[src/rtl/sb_drain_ctrl.sv]
// rtl/sb_drain_ctrl.sv - store buffer drain sequencer and D-cache port arbiter
module sb_drain_ctrl #(
    parameter int SB_DEPTH       = 8,
    parameter int COMMIT_WIDTH   = 2,
    parameter int HIGH_WATER     = 6,
    parameter int MAX_LOAD_STALL = 4,
    localparam int CNT_W = $clog2(SB_DEPTH + 1),
    localparam int CMT_W = $clog2(COMMIT_WIDTH + 1)
) (
    input  logic             clk,
    input  logic             rst_n,
    input  logic [CMT_W-1:0] commit_store_cnt,
    input  logic             sb_head_valid,
    input  logic [31:0]      sb_head_addr,
    input  logic [31:0]      sb_head_data,
    input  logic [3:0]       sb_head_mask,
    input  logic             sb_head_non_idem,
    output logic             sb_pop,
    input  logic             load_req_valid,
    output logic             load_req_grant,
    output logic             dc_st_req,
    output logic [31:0]      dc_st_addr,
    output logic [31:0]      dc_st_data,
    output logic [3:0]       dc_st_mask,
    output logic             dc_st_uncached,
    input  logic             dc_st_ack,
    input  logic             dc_st_done,
    input  logic             fence_req,
    output logic             fence_done,
    output logic [CNT_W-1:0] committed_cnt,
    output logic             mmio_busy
);

    localparam int ST_W = $clog2(MAX_LOAD_STALL + 1);
    localparam logic [CNT_W-1:0] HW_LVL    = CNT_W'(HIGH_WATER);
    localparam logic [ST_W-1:0]  STALL_MAX = ST_W'(MAX_LOAD_STALL);

    typedef enum logic [1:0] {IDLE = 2'd0, REQ = 2'd1, MMIO_WAIT = 2'd2} state_t;

    state_t           r_state;
    state_t           w_state_nxt;
    logic [CNT_W-1:0] r_cnt;
    logic [CNT_W:0]   w_cnt_sum;
    logic [ST_W-1:0]  r_starve;
    logic             r_fence_pending;
    logic             w_store_eligible;
    logic             w_urgent;
    logic             w_issue;

    assign w_store_eligible = (r_cnt != '0) && sb_head_valid;
    assign w_urgent = r_fence_pending || (r_cnt >= HW_LVL) || (r_starve == STALL_MAX);
    assign w_cnt_sum = {1'b0, r_cnt} + (CNT_W+1)'(commit_store_cnt) - (CNT_W+1)'(sb_pop);
    assign committed_cnt = r_cnt;

    always_ff @(posedge clk or negedge rst_n) begin
        if (!rst_n) r_state <= IDLE;
        else        r_state <= w_state_nxt;
    end

    always_comb begin
        w_state_nxt = r_state;
        case (r_state)
            IDLE:      if (w_issue) w_state_nxt = REQ;
            REQ:       if (dc_st_ack) w_state_nxt = dc_st_uncached ? MMIO_WAIT : IDLE;
            MMIO_WAIT: if (dc_st_done) w_state_nxt = IDLE;
            default:   w_state_nxt = IDLE;
        endcase
    end

    // Grant is gated by rst_n so every output reads 0 while reset is held.
    always_comb begin
        load_req_grant = 1'b0;
        w_issue        = 1'b0;
        dc_st_req      = 1'b0;
        sb_pop         = 1'b0;
        mmio_busy      = 1'b0;
        fence_done     = 1'b0;
        case (r_state)
            IDLE: begin
                load_req_grant = rst_n && load_req_valid && !(w_store_eligible && w_urgent);
                w_issue        = w_store_eligible && !load_req_grant;
                fence_done     = r_fence_pending && (r_cnt == '0);
            end
            REQ: begin
                dc_st_req = 1'b1;
                sb_pop    = dc_st_ack;
            end
            MMIO_WAIT: mmio_busy = 1'b1;
            default: ;
        endcase
    end

    always_ff @(posedge clk or negedge rst_n) begin
        if (!rst_n) begin
            r_cnt           <= '0;
            r_starve        <= '0;
            r_fence_pending <= 1'b0;
        end else begin
            r_cnt <= w_cnt_sum[CNT_W-1:0];
            if (fence_done)     r_fence_pending <= 1'b0;
            else if (fence_req) r_fence_pending <= 1'b1;
            if (r_state == IDLE) begin
                if (!w_store_eligible || w_issue)
                    r_starve <= '0;
                else if (load_req_grant && (r_starve != STALL_MAX))
                    r_starve <= r_starve + 1'b1;
            end
        end
    end

    always_ff @(posedge clk or negedge rst_n) begin
        if (!rst_n) begin
            dc_st_addr     <= '0;
            dc_st_data     <= '0;
            dc_st_mask     <= '0;
            dc_st_uncached <= 1'b0;
        end else if (w_issue) begin
            dc_st_addr     <= sb_head_addr;
            dc_st_data     <= sb_head_data;
            dc_st_mask     <= sb_head_mask;
            dc_st_uncached <= sb_head_non_idem;
        end
    end

    // Over-commit or underflow wraps into a value above SB_DEPTH.
    a_cnt_range: assert property (@(posedge clk) disable iff (!rst_n)
        w_cnt_sum <= (CNT_W+1)'(SB_DEPTH));

endmodule

[config.mk]
export PLATFORM = sky130hd
export DESIGN_NAME = sb_drain_ctrl
export DESIGN_NICKNAME = d
export VERILOG_FILES = /design/src/rtl/sb_drain_ctrl.sv
export SDC_FILE = /design/constraint.sdc
export NUM_CORES = 1
export LEC_CHECK = 0
export BUFFER_PORTS_ARGS = -buffer_cell sky130_fd_sc_hd__buf_2
export CORE_ASPECT_RATIO = 1.4
export CORE_MARGIN = 2
export CORE_UTILIZATION = 49
export DETAILED_ROUTE_END_ITERATION = 8
export PLACE_DENSITY = 0.8
export SLEW_MARGIN = 25
export SYNTH_ARGS = -nofsm -noshare
export SYNTH_HDL_FRONTEND = slang
export SYNTH_SLANG_ARGS = --single-unit
export TNS_END_PERCENT = 10
[constraint.sdc]
create_clock -name clk -period 3 [get_ports clk]
set_input_delay 0.75 -clock clk [delete_from_list [all_inputs] [get_ports clk]]
set_output_delay 0.75 -clock clk [all_outputs]
set_load 0.02 [all_outputs]
After elaboration in Yosys (flattened, before gate mapping)
Cells that the tools add are included.
- mux-type cells: 15
- add/subtract/negate cells: 3
- equal/unequal tests: 7
- $lt $le $gt $ge: 1
- reduce and logical (&&, ||, !) cells: 20
- operator list (kind ; number):
    $mux W1 ; 8
    $mux W2 ; 4
    $logic_and A1 B1 Y1 ; 7
    $mux W3 ; 2
    $ne A2 B2 Y1 const B ; 3
    $pmux W2 S3 ; 1
    $add A4 B2 Y4 ; 1
    $ge A4 B3 Y1 const B ; 1
    $logic_not A4 Y1 ; 1
    $reduce_bool A2 Y1 ; 2
    $reduce_bool A4 Y1 ; 1
    $sub A4 B1 Y4 ; 1
    $add A3 B1 Y3 const B ; 1
    $eq A3 B3 Y1 const B ; 1
    $logic_not A1 Y1 ; 3
    $logic_or A1 B1 Y1 ; 3
    $ne A3 B3 Y1 const B ; 1
    $reduce_and A3 Y1 ; 1
    $eq A2 B1 Y1 const B ; 1
    $eq A2 B2 Y1 const B ; 1
    $logic_not A2 Y1 ; 1
    $reduce_and A2 Y1 ; 1
- bits in registers: 79
- logic and storage cells: 54

Longest topological paths before layout
- word-level depth: 12
- gate-level depth with buffers: 8
- mapped depth without buffers: 8

Worst setup path after synthesis
OpenSTA, ideal clock, no wires.
- kind: register -> output
- start point: reg r_cnt[2] (netlist: committed_cnt[2])
- end point: out load_req_grant
- setup slack: 0.672 ns
- arrival: 1.578 ns
- cell stages (with the launch flop): 6
- buffers on the path: 0
- required time: 2.250 ns
- path through: dfrtp_1 -> inv_1 -> ha_1 -> nor3b_1 -> nor2b_2 -> a211oi_1
- cells in the longest elaborated chain, start to end: 7
- elaborated cells between the ends (all ways): 9
- those cells by class: order compare (1); mux (1); reduce/logical (7)
- ends and longest elaborated chain (item ; line ; text):
    from (decl) ; 42 ; logic [CNT_W-1:0] r_cnt;
    from (signal assigned) ; 99 ; r_cnt <= w_cnt_sum[CNT_W-1:0];
    $ge A4 B3 Y1 ; 51 ; assign w_urgent = r_fence_pending || (r_cnt >= HW_LVL) || (r_starve == STALL_MAX);
    $logic_or A1 B1 Y1 (2 in a row) ; 51 ;
    $logic_and A1 B1 Y1 (*) ; 80 ; load_req_grant = rst_n && load_req_valid && !(w_store_eligible && w_urgent);
    $logic_not A1 Y1 (*) ; 80 ;
    $logic_and A1 B1 Y1 (*) ; 80 ;
    $mux W1 (*) ; 78 ; case (r_state)
    to (decl) ; 20 ; output logic load_req_grant,
Mark *: on every way between the ends. The rest lies on a longest branch, timed or not.

Final worst setup path
Same ends and word-level chain as after synthesis.

==> impl_results.md <==
- CTS root buf: clkbuf_8
- Cell-internal power: 2880 uW
- Fillers: 529
- Initial DRC count: 61
- Io pins: 156
- Period minus WS final: 2.70 ns
- EDFF count, synth: 0
- Mean Syn Cell Area: 15.2 sq um
- Post-Route WL: 6510 um
- CTS clk-pin slew, worst paths: 0.08 ns
- Clock share of power: 14.5%
- Measured slew at the worst slew-check pin: 0.629 ns
- Critical Path Slowest Stage Cell: dfrtp_1
- Most used DFF post-synth: dfrtp_1
- Final clock skew: 0.00905 ns
- Layout Nets: 464
- CP Cell Sequence: inv_1, ha_1, nor3b_1, nor2b_2, a211oi_1, buf_2
- Clock Path Buffers: 2
- I/O Buffers: 155
- Placed Area: 4060 sq um
- Placed insts: 439
- Seq. cell area: 1980 sq um
- Worst vdd ir: 692 uV
- Psw: 1960 uW
- Crit share post-route: 89.9%
- Crit path max-delay family: simple AND/OR/NAND/NOR gates
- Die X: 72.6 um
- Crit path launch: committed_cnt[2]$_DFF_PN0_
- Flop and latch count out of synthesis: 79
- Antenna Cells: 0
- Leading area contributor after synthesis: dfrtp_1
- Register share of total power: 38.0%
- Vias in the first global route: 2,268
- RSZ-0062 raised after global routing: no
- DP HPWL: 4910 um
- R2R cell count: 7
- CTS buffer count: 9
- Max Slew Vio Count: 0
- First-pass GRT wire length: 9940 um
- CP Buf/Inv Count: 2
- Worst r2r src: committed_cnt[2]$_DFF_PN0_
- TritonCTS clock tree: yes
- Share of layout cells above drive strength 1: 54.1%
- Multi-input combinational cell area: 1110 sq um
- Final instance area: 4240 sq um
- Most common cell after layout, fill and taps aside: buf_2
- Mapped cell area: 3230 sq um
- Tot GR Track Use: 18.0%
- Placer congestion estimate: 0.749
- Post-CTS Setup Inserts: 0
- Row Count: 35
- Area Growth Syn to Fin: 31.3%
- Switch share: 40.5%
- Crit path arrival time: 1.95 ns
- Register area share after synthesis: 61.2%
- Worst Setup EP: load_req_grant
- Final Hold Fails: 0
- Worst Setup Start Kind: flip-flop
- Final setup vio count: 0
- R2r setup slk: 0.88 ns
- Post-CTS Hold Fix Bufs: 0
- Min-Delay Path Class: input port to asynchronous set/reset pin
- CP required: 2.25 ns
- Share of the synthesized area in the top cell type: 61.2%
- Die area: 7260 sq um
- Synth cell types: 28
- Max stage delay on crit path: 0.40 ns
- Finished Core Util: 65.4%
- Critical path peak fanout: 5
- Largest net degree at the start of global routing: 56
- 1st-pass router iterations: 4
- Status: completed
- Worst reg2reg path endpoint: dc_st_addr[8]$_DFFE_PN0P_
- DR WL/cell: 14.3 um
- Fraction of registers with async set/reset: 100%
- Antenna viol nets, final: 0
- Max Cap Violations: 0
- Die Span Y: 100 um
- Yosys Warn Count: 0
- Worst relative slew slack: 58.1%
- Setup TNS: 0 ns
- Clock sinks: 79
- Cell Pwr Density: 1140 nW/um^2
- Fmax: 371 MHz
- Mapped Nets: 301
- Cell Count, Final, Fillers Out: 455
- Worst-Skew Late Latency: 0.35 ns
- Antenna violations before repair: 1
- Commonest non-fill, non-tap cells in the layout: buf_2 (154), dfrtp_1 (79), mux2_1 (39)
- CTS resizes: 0
- Crit. End Element: output pin
- Global route overflow: 0
- Largest cells by area after synthesis: dfrtp_1 (61%), mux2_1 (14%), mux2_2 (10%)
- Comb pwr share: 47.4%
- Core area: 6480 sq um
- # DRC: 0
- Vias: 2,248
- CTS H-tree depth: 3
- Leak Pwr: 0.00215 uW
- Cell count along the critical path: 6
- Critical path class: flip-flop to output pin
- Starting Density: 49.8%
- Via density per instance: 4.94
- Mapped Cells: 213
synthesized netlist by cell type (all sizes together) (2+ instances only):
cell type  instances
a211oi             2
a21o               2
buf                7
dfrtp             79
ha                 9
inv               17
mux2              69
nand2              5
nor2               3
nor2b              3
nor3b              2
o21ai              2
per-stage QoR:
| step | setup WS (ns) | power [uW] | hold slack (ns) |
|---|---|---|---|
| CTS | 0.278 | 4910 | 0.426 |
| detailed placement | 0.667 | 4200 | 0.469 |
| global route | 0.136 | 5170 | 0.438 |
| floorplan | 0.672 | 3450 | 0.454 |
| finish | 0.302 | 4840 | 0.425 |
| global placement | 0.667 | 4120 | 0.462 |
kinds of logic (layout without fill, tap and decap cells):
kind of cell	after synthesis	in the layout	share of synthesized area, %
xor gates and xnor gates	2	2	0.543
adders and majority gates	10	10	4.11
buffers and inverters	24	192	4.42
muxes	69	69	24.1
AOI/OAI and AO/OA	10	10	2.05
DFF	79	79	61.2
and+or+nand+nor	19	19	3.60
routing by layer:
| layer | share of wire, % | GRT usage (%) | up-vias | wire length, um |
|---|---|---|---|---|
| met5 | 0 | 0 | - | 0 |
| met3 | 7.5 | 5.52 | 15 | 488 |
| met2 | 54 | 32.2 | 87 | 3490 |
| met1 | 36 | 18.0 | 1093 | 2340 |
| met4 | 2.8 | 10.1 | 0 | 182 |
| li1 | - | - | 1053 | - |
cell type report:
class	count	area share [%]
clock inverters	5	0.797
repair buffers	159	19.4
clock buffers	11	3.34
flip-flops and latches	79	46.6
multi-input cells	110	26.2
well taps	74	2.18
inverters	17	1.51
worst min path at each step:
stage | cells after the start | from | end
after floorplan | 0 | rst_n | committed_cnt[0]$_DFF_PN0_
after global placement | 1 | dc_st_data[15]$_DFFE_PN0P_ | dc_st_data[15]$_DFFE_PN0P_
after detailed placement | 1 | dc_st_mask[1]$_DFFE_PN0P_ | dc_st_mask[1]$_DFFE_PN0P_
after CTS | 2 | rst_n | dc_st_addr[0]$_DFFE_PN0P_
after global routing | 2 | rst_n | dc_st_data[31]$_DFFE_PN0P_
final | 2 | rst_n | dc_st_addr[0]$_DFFE_PN0P_
worst reg2reg max path, cell delays in order, from the launching register on:
cell and delay [ns]:
dfrtp_1 0.38, inv_1 0.07, ha_1 0.19, nor3b_1 0.16
nor2b_2 0.22, nor3b_4 0.28, buf_12 0.32, mux2_2 0.39
state kept, by name, summed over array words and instances, names as in the netlist:
register	cells
dc_st_addr	32
dc_st_data	32
committed_cnt	4
dc_st_mask	4
r_starve	3
r_state	2
dc_st_uncached	1
r_fence_pending	1
power groups by stage:
stage / Sequential (uW) / Combinational [uW] / Clock (uW)
6_report: 1840 / 2300 / 704
5_1_grt: 1910 / 2490 / 763
3_3_place_gp: 1850 / 2270 / 0
4_1_cts: 1850 / 2330 / 726
2_1_floorplan: 2500 / 950 / 0
3_5_place_dp: 1870 / 2330 / 0
Power figures use the tool's default switching activity.
